--- src/rtl/shift_pkg.sv ---
// Shared types and constants for the universal shift register (shift_univ).
package shift_pkg;

  typedef enum logic {
    IDLE = 1'b0,
    SER  = 1'b1
  } state_e;

  localparam logic DIR_RIGHT = 1'b0;
  localparam logic DIR_LEFT  = 1'b1;

endpackage

--- src/rtl/shift_ctr.sv ---
// Frame bit counter for shift_univ: clears on frame start, counts serial shifts,
// and flags the shift that completes a WIDTH-bit frame.
module shift_ctr #(
  parameter int WIDTH = 8
) (
  input  logic                         CLK,
  input  logic                         RST,
  input  logic                         CLR,
  input  logic                         INC,
  output logic [$clog2(WIDTH+1)-1:0]   CNT,
  output logic                         LAST
);

  localparam int CW = $clog2(WIDTH+1);

  logic [CW-1:0] cnt_q, cnt_d;

  // NOTE: every combinational output gets a default first, so no path can infer a latch.
  always_comb begin
    cnt_d = cnt_q;
    if (CLR) begin
      cnt_d = '0;
    end else if (INC) begin
      cnt_d = cnt_q + 1'b1;
    end
  end

  // NOTE: state registers use non-blocking assignment; blocking here would race with readers.
  always_ff @(posedge CLK) begin
    if (RST) begin
      cnt_q <= '0;
    end else begin
      cnt_q <= cnt_d;
    end
  end

  assign CNT  = cnt_q;
  // LAST marks the count before the WIDTH-th increment, so the counter tops out at WIDTH.
  assign LAST = (cnt_q == CW'(WIDTH - 1));

endmodule

--- src/rtl/shift_univ.sv ---
// Universal shift register with parallel load, single-step shift and automatic
// serialization. Rotate support is built only when SHIFT_UNIV_ROT_EN is defined.
module shift_univ
  import shift_pkg::*;
#(
  parameter int WIDTH = 8
) (
  input  logic             CLK,
  input  logic             RST,
  input  logic             SIN,
  input  logic             SH,
  input  logic             LD,
  input  logic             DIR,
  input  logic             ROT,
  input  logic             START,
  input  logic [WIDTH-1:0] PIN,
  output logic             SOUT,
  output logic [WIDTH-1:0] POUT,
  output logic             BUSY,
  output logic             DONE
);

  state_e           state_q, state_d;
  logic [WIDTH-1:0] q_q, q_d;
  logic             dir_q, dir_d;
  logic             done_q, done_d;
  logic             eff_dir, eff_rot;
  logic             ctr_clr, ctr_inc, ctr_last;
  logic [$clog2(WIDTH+1)-1:0] unused_cnt;

  function automatic logic [WIDTH-1:0] shift_step(input logic [WIDTH-1:0] q,
                                                  input logic dir,
                                                  input logic rot,
                                                  input logic sin);
    logic fill;
    if (dir == DIR_LEFT) begin
      fill = rot ? q[WIDTH-1] : sin;
      return {q[WIDTH-2:0], fill};
    end
    fill = rot ? q[0] : sin;
    return {fill, q[WIDTH-1:1]};
  endfunction

  // While serializing, direction and rotate come from the values captured at START.
  assign eff_dir = (state_q == SER) ? dir_q : DIR;

`ifdef SHIFT_UNIV_ROT_EN
  logic rot_q, rot_d;
  assign eff_rot = (state_q == SER) ? rot_q : ROT;
`else
  logic unused_rot;
  assign unused_rot = ROT;
  assign eff_rot    = 1'b0;
`endif

  always_comb begin
    state_d = state_q;
    q_d     = q_q;
    dir_d   = dir_q;
`ifdef SHIFT_UNIV_ROT_EN
    rot_d   = rot_q;
`endif
    done_d  = 1'b0;
    ctr_clr = 1'b0;
    ctr_inc = 1'b0;
    case (state_q)
      IDLE: begin
        if (LD) begin
          q_d = PIN;
        end else if (START) begin
          q_d     = PIN;
          dir_d   = DIR;
`ifdef SHIFT_UNIV_ROT_EN
          rot_d   = ROT;
`endif
          ctr_clr = 1'b1;
          state_d = SER;
        end else if (SH) begin
          q_d = shift_step(q_q, eff_dir, eff_rot, SIN);
        end
      end
      SER: begin
        q_d     = shift_step(q_q, eff_dir, eff_rot, SIN);
        ctr_inc = 1'b1;
        if (ctr_last) begin
          state_d = IDLE;
          done_d  = 1'b1;
        end
      end
      default: state_d = IDLE;
    endcase
  end

  always_ff @(posedge CLK) begin
    if (RST) begin
      state_q <= IDLE;
      q_q     <= '0;
      dir_q   <= DIR_RIGHT;
`ifdef SHIFT_UNIV_ROT_EN
      rot_q   <= 1'b0;
`endif
      done_q  <= 1'b0;
    end else begin
      state_q <= state_d;
      q_q     <= q_d;
      dir_q   <= dir_d;
`ifdef SHIFT_UNIV_ROT_EN
      rot_q   <= rot_d;
`endif
      done_q  <= done_d;
    end
  end

  shift_ctr #(.WIDTH(WIDTH)) u_ctr (
    .CLK  (CLK),
    .RST  (RST),
    .CLR  (ctr_clr),
    .INC  (ctr_inc),
    .CNT  (unused_cnt),
    .LAST (ctr_last)
  );

  assign POUT = q_q;
  assign BUSY = (state_q == SER);
  assign DONE = done_q;
  assign SOUT = (eff_dir == DIR_LEFT) ? q_q[WIDTH-1] : q_q[0];

endmodule

--- config.mk ---
export PLATFORM = sky130hd
export DESIGN_NAME = shift_univ
export DESIGN_NICKNAME = d
export VERILOG_FILES = /design/src/rtl/shift_pkg.sv /design/src/rtl/shift_ctr.sv /design/src/rtl/shift_univ.sv
export SDC_FILE = /design/constraint.sdc
export NUM_CORES = 1
export LEC_CHECK = 0
export CORE_MARGIN = 4
export CORE_UTILIZATION = 30
export CTS_CLUSTER_SIZE = 16
export DETAILED_ROUTE_END_ITERATION = 8
export GPL_ROUTABILITY_DRIVEN = 0
export SLEW_MARGIN = 20
export SYNTH_ARGS = -nofsm -noshare
export SYNTH_HDL_FRONTEND = slang
export SYNTH_SLANG_ARGS = --single-unit
--- constraint.sdc ---
create_clock -name CLK -period 1.3 [get_ports CLK]
set_input_delay 0.13 -clock CLK [delete_from_list [all_inputs] [get_ports CLK]]
set_output_delay 0.13 -clock CLK [all_outputs]
set_load 0.03 [all_outputs]
* Word-level counts from Yosys, hierarchy flattened
Cells that the tools add are included.
Word-level totals: memories kept 0, ROM bits 0, bits in latches 0, word-level logic and storage cells 35, flip-flop bits (word level) 15, output and inout port bits 11, input port bits 16, RAM bits 0
Operators by class: $mul 0, equality and inequality tests 2, divide/modulo/power cells 0, shift-type cells 0, bitwise logic cells 2, multiplexer cells 22, reduce and logical (&&, ||, !) cells 3, add/sub/neg operators 1, magnitude comparators 0
Operators by type and width (number):
- $mux W8 | 6
- $pmux W8 S2 | 1
- $mux W1 | 14
- $add A4 B1 Y4 const B | 1
- $eq A4 B3 Y1 const B | 1
- $ne A4 B4 Y1 const B | 1
- $reduce_or A2 Y1 | 2
- $reduce_and A3 Y1 | 1
- $not A1 Y1 | 2
- $pmux W1 S2 | 1

* Depth between registers and ports, before layout
Gate-level depths: netlist (run 1).
word-level depth 11, mapped depth 5, gate-level depth less buffers 4

* Hierarchy
Synthesis (run 1) repeated with hierarchy kept, for this count alone.
Unflattened totals: cells, all modules 80, area total of the unflattened synthesis 757.0 µm²
Modules (own cells, without submodules):
- shift_univ | cells an instance 61, area each 571.8 µm², sequential area each 220.2 µm², instances 1
- shift_ctr | cells an instance 19, area each 185.2 µm², sequential area each 80.1 µm², instances 1

* Worst setup path before layout (run 1)
No wires, ideal clock.
path kind flip-flop to output port, start register state_q, in the netlist BUSY, end output port SOUT, cell stages (with the launch flop) 4, data required time 1.170 ns, arrival 1.652 ns, path buffers 1, slack -0.482 ns, cell sequence dfxtp_1 buf_2 mux2i_4 o21ai_0
Between the ends: word-level cells in the longest chain between the ends 2
RTL lines:
- start: declaration | line shift_univ.sv:23 | state_e state_q, state_d;
- start signal: assignment | line shift_univ.sv:104 | state_q <= state_d;
- $mux W1 | line shift_univ.sv:45 | assign eff_dir = (state_q == SER) ? dir_q : DIR;
- $mux W1 | line shift_univ.sv:126 | assign SOUT = (eff_dir == DIR_LEFT) ? q_q[WIDTH-1] : q_q[0];
- end: declaration | line shift_univ.sv:17 | output logic SOUT,
Every way passes these cells.

* Final worst setup path (run 1)
Same ends and word-level chain as after synthesis.

==> impl_metrics.json, run 1 <==
{
  "synth.lib_cells_used.distinct": 22,
  "grt_pass1_wl_mm": 2.95,
  "max_stage_delay_ns": 0.37,
  "core.rowCount": 17,
  "clockBufferDepth": 2,
  "fin_ws_ns": -0.184,
  "first_iter_violations": 6,
  "worstPathArrival_ns": 1.35,
  "synth_area_um2": 731,
  "die_y_um": 57.4,
  "crit_type": "reg -> out",
  "dominantRegCellSynth": "dfxtp_1",
  "finClkSkew_ns": 0.00916,
  "antenna_left": 0,
  "cts_sinks": 15,
  "fillers": 225,
  "grtUsageMet2_pct": 19.2,
  "grtUsageTotal_pct": 11.3,
  "numCtsBuffers": 3,
  "dieArea_um2": 3290,
  "grt_pass1_vias": 666,
  "critPathBufInv": 3,
  "postSynth.asyncResetShare_pct": 0,
  "cts.clk_slew.worst_paths_ns": 0.09,
  "antenna_cells": 0,
  "grt_max_degree": 9,
  "worst_pin_slew_ns": 0.340,
  "synth_edf_count": 0,
  "drv_slew": 0,
  "p_total_uw": 1100,
  "run_status": "finished with violations",
  "firstDrtPassIters": 4,
  "cts_max_level": 1,
  "cp-start-kind": "flop",
  "syn_inst": 77,
  "setup_viol": 9,
  "die_w_um": 57.4,
  "yosysWarnings": 0,
  "ys_seq_area_share_pct": 41.1,
  "fmax_ghz": 0.674,
  "cts_tree": "done",
  "core_um2": 2250,
  "drive_gt1_share_pct": 23.3,
  "violations": "negative setup slack",
  "clkLatencyLatePin_ns": 0.28,
  "placedCellCount": 136,
  "io_pins": 27,
  "syn-mean-instance-area_um2": 9.49,
  "via_per_inst": 4.81,
  "ys_ff_latch": 15,
  "synth_nets": 94,
  "wl_mm": 1.73,
  "power.density_nw_per_um2": 940,
  "initial_utilization_pct": 32.4,
  "critPathRequiredTime_ns": 1.17,
  "instances_no_fill": 144,
  "wire_per_inst_um": 12.0,
  "path_max_fanout": 4,
  "io_buffers": 25,
  "hold_class": "in -> reg",
  "crit_path_frequent_cell": "buf_12",
  "layout.nets": 134,
  "vias": 693,
  "finalHoldViolCount": 0,
  "antenna_found_initial": 0,
  "hpwlAfterDp_mm": 1.33,
  "cpMaxStageDelayCell": "dfxtp_4",
  "grt_overflow": 0,
  "area_growth_pct": 60.8,
  "drc": 0,
  "worstSetupEndpointType": "output port",
  "slew_headroom_pct": 77.3,
  "cp_top_family": "buffers and inverters",
  "min_period_over_period_pct": 114,
  "cts-root-buf": "clkbuf_4",
  "rsz0062_at_grt": "yes",
  "vdd_drop_max_mv": 0.646,
  "grt_busiest_layer": "met2",
  "grt.met1_usage_pct": 13.4,
  "final_cell_mix": "dfxtp_1, clkdlybuf4s50_1, mux2i_1, dlygate4sd2_1, buf_4",
  "use_met3_pct": 4.75,
  "crit_chain": "buf_12 > mux2i_4 > buf_12 > nand2_4 > o21ai_2 > buf_6",
  "max_cap_viol_count": 0,
  "p_leak_uw": 0.000511,
  "post-route-min-period_ns": 1.48
}
==> state kept, by name (all words and copies together) (netlist names) <==
signal     count
BUSY           1
DONE           1
POUT           8
dir_q          1
u_ctr.CNT      4
==> synthesized netlist by cell type, types with 2 or more instances <==
cell type | number | share of area (%)
mux2i_1 | 10 | 14
nand3_1 | 8 | 5.5
o221ai_1 | 8 | 9.6
xor2_1 | 2 | 2.4
nand2_1 | 2 | 1.0
nor3b_1 | 3 | 3.1
nor2_1 | 7 | 3.6
inv_1 | 8 | 4.1
buf_2 | 2 | 1.4
dfxtp_1 | 15 | 41
==> power breakdown <==
group | switching (uW) | internal (uW)
combinational | 157 | 173
sequential | 28.0 | 487
clock | 141 | 119
total | 325 | 779
==> worst reg2reg max path: cells and delay by family (launching register included) <==
family | cells | cell delay [ns]
buffers and inverters | 4 | 0.43
AOI/OAI and AO/OA | 1 | 0.11
DFF | 1 | 0.37
muxes | 2 | 0.42
==> metal layers <==
layer	share of wire [%]	wire length (um)
met2	47	811
met4	0	0
met1	44	759
met5	0	0
met3	9.1	158
==> layout make-up <==
cell class              instances  area [um^2]  share of cell area [%]
repair buffers                 38          369                    31.4
multi-input cells              51          410                    34.9
inverters                       8         30.0                    2.56
well taps                      28         35.0                    2.98
flip-flops and latches         15          304                    25.9
clock buffers                   4         26.3                    2.24
==> path summary, 6_finish.rpt <==
kind / from / end / slack (ns) / cells past startpoint
min reg2reg: u_ctr.CNT[3] / u_ctr.CNT[3] / 0.52 / 2
max reg2reg: BUSY / POUT[6] / -0.13 / 7
max: BUSY / SOUT / -0.18 / 6
min: PIN[3] / POUT[3] / 0.45 / 3
==> metrics by stage <==
| step | hold WS [ns] | worst slack (ns) | utilization (%) | cell area, um^2 | setup TNS (ns) |
|---|---|---|---|---|---|
| final | 0.454 | -0.184 | 52.1 | 1170 | -0.947 |
| after global routing | 0.471 | -0.240 | 52.1 | 1170 | -1.64 |
| after CTS | 0.462 | -0.221 | 50.6 | 1140 | -0.996 |
| after detailed placement | 0.504 | -0.374 | 48.4 | 1090 | -3.56 |
| after global placement | 0.491 | -0.351 | 48.4 | 1090 | -3.37 |
| after floorplan | 0.193 | -0.127 | - | 744 | -1.09 |
==> kinds of logic (layout without fill, tap and decap cells) <==
group                    Yosys count  in the layout  share of synthesized area [%]
AND/OR/NAND/NOR                   25             25                           17.8
flip-flops                        15             15                           41.1
AO/OA/AOI/OAI                     11             11                           12.0
multiplexers                      11             11                           16.8
buffers and inverters             11             50                           7.02
XOR/XNOR                           3              3                           3.60
adder cells (fa/ha/maj)            1              1                           1.71
==> timing repair <==
| item | in CTS | in global routing |
|---|---|---|
| endpoints found under the hold margin | 0 | 0 |
| buffers inserted | 3 | 1 |
| setup endpoints to repair | 19 | 14 |
| pin swaps | 0 | 1 |
| gates resized for setup | 13 | 8 |
| hold buffers | 0 | 0 |
No activity file was read; power rests on OpenSTA's default activity.
==> run 2, diff against run 1 <==
--- a/config.mk
+++ b/config.mk
@@ -7,2 +7,3 @@
 export LEC_CHECK = 0
+export ABC_CLOCK_PERIOD_IN_PS = 1300
 export CORE_MARGIN = 4
==> constraint.sdc (replaced) <==
create_clock -name CLK -period 1.3 [get_ports CLK]
set_input_delay 0.39 -clock CLK [delete_from_list [all_inputs] [get_ports CLK]]
set_output_delay 0.39 -clock CLK [all_outputs]
set_load 0.03 [all_outputs]
==> impl_metrics.json, run 2 (same netlist as run 1, synthesis figures left out) <==
{
  "max_cap_viol_count": 0,
  "cpMaxStageDelayCell": "dfxtp_4",
  "crit_type": "reg -> out",
  "worstSetupEndpointType": "output port",
  "reg2reg_depth": 4,
  "worst_pin_slew_ns": 0.420,
  "power.density_nw_per_um2": 943,
  "grt_pass1_vias": 748,
  "placedCellCount": 135,
  "die_w_um": 57.4,
  "fin_util_pct": 53.9,
  "wire_per_inst_um": 13.4,
  "intPower_uw": 796,
  "antenna_left": 0,
  "regArea_um2": 310,
  "finClkSkew_ns": 0.00510,
  "path_max_fanout": 3,
  "cts-root-buf": "clkbuf_4",
  "crit-reg2reg-launch": "BUSY",
  "fin_ws_ns": -0.357,
  "cts_tree": "done",
  "layout_commonest_cell": "buf_4",
  "r2r_slack_ns": -0.19,
  "layout.nets": 136,
  "clkPwrFrac_pct": 23.1,
  "io_pins": 27,
  "via_per_inst": 4.93,
  "hold_buffers": 0,
  "area_growth_pct": 66.4,
  "antenna_found_initial": 0,
  "dieArea_um2": 3290,
  "cts_max_level": 1,
  "fillers": 214,
  "grt_pass1_wl_mm": 3.37,
  "p_comb_share_pct": 31.4,
  "cts.clk_slew.worst_paths_ns": 0.09,
  "multiInputGateArea_um2": 454,
  "io_buffers": 25,
  "antenna_cells": 0,
  "crit_chain": "mux2i_4 > buf_6 > o21ai_4 > buf_6",
  "instances_no_fill": 146,
  "firstDrtPassIters": 4,
  "core.rowCount": 17,
  "drc": 0,
  "fmax_ghz": 0.604,
  "setup_tns_ns": -2.57,
  "min_path_cells": 2,
  "largest_register_ffs": 8,
  "rsz0062_at_grt": "yes",
  "drive_gt1_share_pct": 43.2,
  "clkLatencyLatePin_ns": 0.28,
  "grt_overflow": 0,
  "cts_sinks": 15,
  "grt_max_degree": 10,
  "power.switching_uw": 351,
  "clockBufferDepth": 2,
  "vias": 720,
  "min_period_over_period_pct": 127,
  "crit_path_frequent_cell": "buf_6",
  "hpwlAfterDp_mm": 1.45,
  "min-delay-start": "u_ctr.CNT[3]",
  "slew_headroom_pct": 71.9,
  "numCtsBuffers": 3,
  "worstPathArrival_ns": 1.27,
  "seqPwrFrac_pct": 45.5,
  "drv_slew": 0,
  "swShare_pct": 30.6,
  "violations": "negative setup slack",
  "hold_class": "reg -> reg",
  "critPathRequiredTime_ns": 0.91,
  "max_stage_delay_ns": 0.37,
  "post-route-min-period_ns": 1.66,
  "final_cell_mix": "buf_4, dfxtp_1, mux2i_1, clkdlybuf4s50_1",
  "finalHoldViolCount": 0,
  "first_iter_violations": 16,
  "setup_viol": 16,
  "vdd_drop_max_mv": 0.572,
  "wl_mm": 1.96,
  "p_leak_uw": 0.000502,
  "core_um2": 2250,
  "die_y_um": 57.4,
  "run_status": "finished with violations",
  "initial_utilization_pct": 32.4,
  "startpoint": "BUSY",
  "grtUsageTotal_pct": 13.2,
  "cp-start-kind": "flop"
}
run 2: changes by cell type in the layout (fill, tap and decap cells not counted), sizes merged:
cell,delta
buf,+14
clkdlybuf4s50,-5
dlygate4sd2,-7
run 2: stage by stage:
| stage | hold WS [ns] | total power (uW) | worst slack [ns] | instance area [um^2] |
|---|---|---|---|---|
| 3_5_place_dp | 0.512 | 831 | -0.681 | 1040 |
| 4_1_cts | 0.536 | 1130 | -0.365 | 1170 |
| 2_1_floorplan | 0.453 | 695 | -0.326 | 754 |
| 5_1_grt | 0.561 | 1210 | -0.402 | 1220 |
| 3_3_place_gp | 0.489 | 826 | -0.638 | 1040 |
| 6_report | 0.525 | 1150 | -0.357 | 1220 |
run 2: timing repair:
action	in CTS	in global routing
pin swaps	4	5
setup endpoints to repair	11	19
setup buffers	4	3
gates cloned	0	0
resized for setup	28	10
run 2: final cells by class:
cell class                 instances  share of cell area (%)
multi-input combinational         51                    37.3
timing repair buffer              40                    29.6
sequential                        15                    25.5
tap                               28                    2.88
inverter                           8                    2.47
clock buffer                       4                    2.16
run 2: critical path, delay by kind of cell, from the launching register on:
kind / cells / cell delay [ns]
muxes: 1 / 0.29
DFF: 1 / 0.37
AOI/OAI and AO/OA: 1 / 0.05
buffers and inverters: 2 / 0.27
run 2: layer usage:
metal / global-route usage (%) / vias up / wire length (um)
met3: 3.85 / 0 / 139
li1: - / 360 / -
met4: 4.97 / 0 / 0
met2: 21.6 / 23 / 992
met1: 16.3 / 337 / 825
met5: 0 / - / 0
run 2: worst paths after layout:
path | end
max reg2reg | POUT[1]
min reg2reg | u_ctr.CNT[3]
min | u_ctr.CNT[3]
max | SOUT
run 2: power groups by stage:
| stage | combinational [uW] | clock [uW] | sequential (uW) |
|---|---|---|---|
| 4_1_cts | 344 | 271 | 518 |
| 3_5_place_dp | 301 | 0 | 530 |
| 2_1_floorplan | 127 | 0 | 568 |
| 3_3_place_gp | 298 | 0 | 528 |
| 5_1_grt | 386 | 299 | 528 |
| 6_report | 360 | 265 | 522 |
